--- src/rtl/ezm_prog_feeder.sv ---
// ezm_prog_feeder: program store, CPU reset control and watchdog feeding instructions to the ezm core.
// Optional breakpoint logic is enabled by defining EZM_FEED_BKPT_EN.
module ezm_prog_feeder #(
    parameter int DEPTH      = 32,
    parameter int ADDR_W     = 5,
    parameter int MAX_CYCLES = 255,
    parameter int CYC_W      = 8
) (
    input  logic              clk,
    input  logic              rst,
    input  logic              load_i,
    input  logic              wr_en_i,
    input  logic [ADDR_W-1:0] wr_addr_i,
    input  logic [5:0]        wr_data_i,
    input  logic              run_i,
    input  logic              abort_i,
    input  logic [7:0]        pc_i,
`ifdef EZM_FEED_BKPT_EN
    input  logic              bkpt_en_i,
    input  logic [7:0]        bkpt_addr_i,
    output logic              bkpt_hit_o,
`endif
    output logic [5:0]        instr_o,
    output logic              cpu_rst_o,
    output logic              busy_o,
    output logic              done_o,
    output logic              timeout_o,
    output logic [ADDR_W:0]   prog_len_o
);
    typedef enum logic [2:0] {IDLE, LOAD, START, RUN, DONE} state_t;
    state_t state, state_n;
    logic [5:0] mem [DEPTH];
    logic [ADDR_W:0] prog_len, wr_len;
    logic [CYC_W-1:0] cnt;
    logic timeout, in_prog, wd_exp, bkpt;
    assign in_prog    = pc_i < 8'(prog_len);
    assign wd_exp     = cnt == CYC_W'(MAX_CYCLES - 1);
    assign wr_len     = {1'b0, wr_addr_i} + (ADDR_W + 1)'(1);
    assign timeout_o  = timeout;
    assign prog_len_o = prog_len;
`ifdef EZM_FEED_BKPT_EN
    logic bkpt_hit;
    assign bkpt       = bkpt_en_i && pc_i == bkpt_addr_i;
    assign bkpt_hit_o = bkpt_hit;
    always_ff @(posedge clk) begin
        if (rst)
            bkpt_hit <= 1'b0;
        else if (state == START || state_n == LOAD)
            bkpt_hit <= 1'b0;
        else if (state == RUN && !abort_i && bkpt)
            bkpt_hit <= 1'b1;
    end
`else
    assign bkpt = 1'b0;
`endif
    always_ff @(posedge clk) begin
        if (rst)
            state <= IDLE;
        else
            state <= state_n;
    end
    always_comb begin
        state_n = state;
        case (state)
            IDLE:    state_n = load_i ? LOAD : (run_i && prog_len != '0) ? START : IDLE;
            LOAD:    state_n = load_i ? LOAD : IDLE;
            START:   state_n = RUN;
            RUN:     state_n = abort_i ? IDLE : (bkpt || !in_prog || wd_exp) ? DONE : RUN;
            DONE:    state_n = abort_i ? IDLE : load_i ? LOAD : run_i ? START : DONE;
            default: state_n = IDLE;
        endcase
    end
    always_comb begin
        cpu_rst_o = state == IDLE || state == LOAD || state == START;
        busy_o    = state == START || state == RUN;
        done_o    = state == DONE;
        instr_o   = (state == RUN && in_prog && !bkpt) ? mem[pc_i[ADDR_W-1:0]] : 6'b0;
    end
    // The timeout flag is raised only when the watchdog is the actual reason for leaving RUN.
    always_ff @(posedge clk) begin
        if (rst) begin
            for (int i = 0; i < DEPTH; i++) mem[i] <= '0;
            prog_len <= '0;
            cnt      <= '0;
            timeout  <= 1'b0;
        end else begin
            if (state == LOAD && wr_en_i) mem[wr_addr_i] <= wr_data_i;
            if (state != LOAD && state_n == LOAD)
                prog_len <= '0;
            else if (state == LOAD && wr_en_i && wr_len > prog_len)
                prog_len <= wr_len;
            cnt <= state == START ? '0 : state == RUN ? cnt + CYC_W'(1) : cnt;
            if (state == START || state_n == LOAD)
                timeout <= 1'b0;
            else if (state == RUN && !abort_i && !bkpt && in_prog && wd_exp)
                timeout <= 1'b1;
        end
    end
endmodule

--- config.mk ---
export PLATFORM = sky130hd
export DESIGN_NAME = ezm_prog_feeder
export DESIGN_NICKNAME = d
export VERILOG_FILES = /design/src/rtl/ezm_prog_feeder.sv
export SDC_FILE = /design/constraint.sdc
export NUM_CORES = 1
export LEC_CHECK = 0
export CAP_MARGIN = 30
export CORE_MARGIN = 2
export CORE_UTILIZATION = 45
export DETAILED_ROUTE_END_ITERATION = 12
export HOLD_SLACK_MARGIN = 0.12
export PLACE_DENSITY = 0.73
export SLEW_MARGIN = 20
export SYNTH_ARGS = -nofsm -noshare
export SYNTH_HDL_FRONTEND = slang
export SYNTH_SLANG_ARGS = --single-unit
export TNS_END_PERCENT = 30
--- constraint.sdc ---
create_clock -name clk -period 4.9 [get_ports clk]
set_input_delay 1.47 -clock clk [delete_from_list [all_inputs] [get_ports clk]]
set_output_delay 1.47 -clock clk [all_outputs]
set_load 0.05 [all_outputs]
; ---- Word level (Yosys, flattened, before mapping)
; Memories as Yosys holds them, arrays and structs flattened.
; Cells that the tools add are included.
[word_totals]
memories = 1
ram_bits = 192
register_bits = 18
out_inout_bits = 16
wordCells = 55
[classes]
magnitude_cmp = 2
mux = 18
addsub = 2
reduce_logical = 21
n_eq_ne = 7
[mem_list]
columns = name, depth, word_bits, read_ports, rd_ports_with_merged_regs, wr, line_no
row1 = mem, 32, 6, 1, 0, 32, 32  ; logic [5:0] mem [DEPTH];
[ops]
columns = cell, n
row1 = $mux 3, 5
row2 = $pmux 3 s5, 1
row3 = $mux 6, 2
row4 = $add 8x1->8 const B, 1
row5 = $eq 8x8->1 const B, 1
row6 = $logic_and 1x1->1, 8
row7 = $lt 8x6->1, 1
row8 = $mux 1, 7
row9 = $add 5x1->6 const B, 1
row10 = $eq 3x1->1 const B, 2
row11 = $eq 3x2->1 const B, 2
row12 = $gt 6x6->1, 1
row13 = $reduce_bool 6->1, 1
row14 = $reduce_or 2->1, 3
row15 = $reduce_or 6->1, 1
row16 = $logic_or 1x1->1, 5
row17 = $mux 5, 1
row18 = $mux 2, 2
row19 = $eq 3x3->1 const B, 1
row20 = $logic_not 3->1, 1
row21 = $ne 3x1->1 const B, 1
row22 = $logic_not 1->1, 2

; ---- Logic depth before layout (Yosys ltp)
[depth]
depth_word = 9
ltp_mapped = 9
mapped_depth_nobuf = 9

; ---- Least setup slack after synthesis
; No wires, ideal clock.
[synth_path]
path_type = input-to-output
start = input port pc_i[5]
end = output port instr_o[0]
cell_stages = 5
t_arrival_ns = 3.020
setup_slack_ns = 0.410
path_buffers = 0
cell_sequence = ha_1 a2111oi_0 nand2_1 a31oi_1 and2_1
[synth_between]
elab_chain_cells = 3
[synth_rtl]
columns = item, line_no
row1 = "start, declared", 17  ; input logic [7:0] pc_i,
row2 = $lt 8x6->1, 36  ; assign in_prog = pc_i < 8'(prog_len);
row3 = $logic_and 1x1->1, 77  ; instr_o = (state == RUN && in_prog && !bkpt) ? mem[pc_i[ADDR_W-1:0]] : 6'b0;
row4 = $mux 6, 77
row5 = "end, declared", 23  ; output logic [5:0] instr_o,
; Every way passes these cells.

; ---- Final worst setup path
[layout_path]
start = input port pc_i[4]
end = output port instr_o[4]
[layout_between]
elab_chain_cells = 3
[layout_rtl]
columns = item, line_no
row1 = $lt 8x6->1, 36
row2 = $logic_and 1x1->1, 77
row3 = $mux 6 *, 77
; Every way passes the cells marked *; elsewhere a longest branch is shown, timed or not.

==> results.cfg <==
[timing]
fin_crit_ns = 4.85
hold_ws_ns = 0.492
timing.final.crit_share_pct = 99.0
final_hold_viol_count = 0
drv_slew = 0
setup_viol = 0
skew_ns = 0.00581
setup_tns_ns = 0
clock.fmax_mhz = 206
tightest_slew_ns = 0.907
max_slew_margin_pct = 39.4
setup_slack_ns = 0.0511

[grt]
grtUsageMet3_pct = 3.59
use_met2_pct = 32.8
grt.total_usage_pct = 19.4
grt_pass1_vias = 6381
use_met1_pct = 25.3
grt.overflow.total = 0
grt-busiest-layer = met2
grt_max_degree = 33
antenna_found_initial = 0
grt_pass1_wl_um = 35600

[synthesis]
synth_top_area_share_pct = 56.8
yosys-top-cells-area = edfxtp_1 57%, and2_1 12%, mux4_2 11%
synth-seq-area-share_pct = 60.3
ys_ff_latch = 210
syn_inst = 747
ys_async_sr_fraction_pct = 0
synth_cell_type_count = 46
syn_avg_cell_area_um2 = 13.6
synth_edf_count = 192
synth_fp_nets = 789
ys_warn_count = 0
syn_area_um2 = 10200
ys.flop_type = edfxtp_1
yosys.area.top_type = edfxtp_1

[floorplanning]
fp.dieW_um = 154
core-area_um2 = 22000
num_rows = 54
start_util_pct = 46.2
die_h_um = 154
dieArea_um2 = 23800
ios = 41

[critical_path]
setup.worst_path.class = primary input to output port
crit_required_ns = 3.43
slowest_delay_ns = 0.52
start_kind = primary input
r2r_start = state[0]
worstPathMaxFanout = 8
end_kind = output port
critPathLaunch = pc_i[4]
reg2reg_depth = 4
crit_chain = clkdlybuf4s50_1 -> buf_4 -> or3b_2 -> o22ai_1 -> nor4_1 -> buf_4 -> and2_4 -> buf_12
critPathArrivalTime_ns = 3.38
critPathSlowestCell = or3b_2
path_common_cell = buf_4

[route]
drc = 0
firstDrtPassIters = 5
wire_per_inst_um = 20.7
first_iter_violations = 676
ant_nets = 0
routed_wirelength_um = 23000
vias_per_cell = 5.66
vias = 6295

[hold_path]
hold_depth = 2
worstHoldPathType = flop to flop
min_from = cnt[7]

[clock_tree]
post_cts_buffers = 0
path_clk_slew_ns = 0.06
clock_path_buffers = 3
htreeDepth = 1
tritoncts = yes
clock_latency_ns = 0.51
cts_root_buffer = clkbuf_16
cts-hold-fix-buffers = 0
clock_sinks = 210
numCtsBuffers = 23

[power_and_ir_drop]
power.leakage_uw = 0.00431
p_per_area_nw_per_um2 = 328
peakVddDrop_uv = 202

[final_layout]
layout_commonest_cell = and2_1
layout.nets = 860
diodes = 0
final_cell_mix = 196 x and2_1, 192 x edfxtp_1, 52 x buf_4
syn_to_final_growth_pct = 17.6
drive_above_1_share_pct = 19.7
postLayoutCellArea_um2 = 11900

[run_status]
status = complete, no violations

[placement]
io_buffers = 40
preCtsSetupSlack_ns = -0.0682
dpl.hpwl_um = 15700
gp_congestion = 0.861
postPlaceCellArea_um2 = 11200

[run]
maxCapViolCount = 0
[sequential cells by signal, indices dropped and copies added (netlist names)]
name        cells
cnt             8
state           3
timeout_o       1
mem           192
prog_len_o      6
[kinds of logic after synthesis]
family	synth area share (%)
simple gates	17.7
flops	60.3
compound gates	5.36
buf+inv	2.67
mux	11.1
fa+ha+maj	2.10
xor+xnor	0.690
[final cells by class]
type / instances / area, um2
Sequential cell: 210 / 6130
Timing Repair Buffer: 95 / 921
Inverter: 14 / 52.6
Fill cell: 1777 / 10000
Clock inverter: 12 / 67.6
Clock buffer: 27 / 591
Multi-Input combinational cell: 474 / 3830
Tap cell: 280 / 350
[per-stage QoR]
stage               utilization, %  power, uW  instances
finish                        54.3       3910       1112
global route                  54.3       4020       1112
CTS                           54.1       3930       1112
detailed placement            51.0       2380       1073
global placement              51.0       2380       1073
floorplan                        -       2240        747
[critical path, delay by kind of cell]
kind,cells,cell delay (ns)
AO/OA/AOI/OAI,1,0.21
buffers and inverters,4,0.95
AND/OR/NAND/NOR,3,0.75
[timing repair]
item,in CTS,in global routing
setup endpoints to repair,6,6
cloned,0,0
pin swaps,0,1
resized for setup,3,12
[synthesized netlist by cell type, types with 6 or more instances]
cell type	number
and2_1	199
inv_1	14
nand3_1	8
clkbuf_1	36
buf_2	7
mux4_2	48
dfxtp_1	18
nand2_1	10
nand3b_1	7
nor2_1	51
or3_1	6
o22ai_1	24
nor4_1	6
o21ai_0	38
a21oi_1	8
ha_1	17
edfxtp_1	192
[final timing paths]
| kind | to | slack, ns |
|---|---|---|
| worst max-delay path | instr_o[4] | 0.05 |
| worst min-delay path | cnt[7] | 0.49 |
| worst max register to register | mem[28][4] | 2.23 |
| worst min register to register | cnt[7] | 0.49 |
[power by group]
group          internal, uW  total [uW]  switching [uW]
registers              2010        2030            22.1
clock network           861        1560             694
logic                   142         325             183
total                  3010        3910             899
[layer usage]
| layer | part of all wire (%) | routed length [um] |
|---|---|---|
| met5 | 0 | 0 |
| met4 | 3.0 | 700 |
| met3 | 7.7 | 1770 |
| met2 | 49 | 11200 |
| met1 | 40 | 9290 |
No activity file was read; power rests on OpenSTA's default activity.
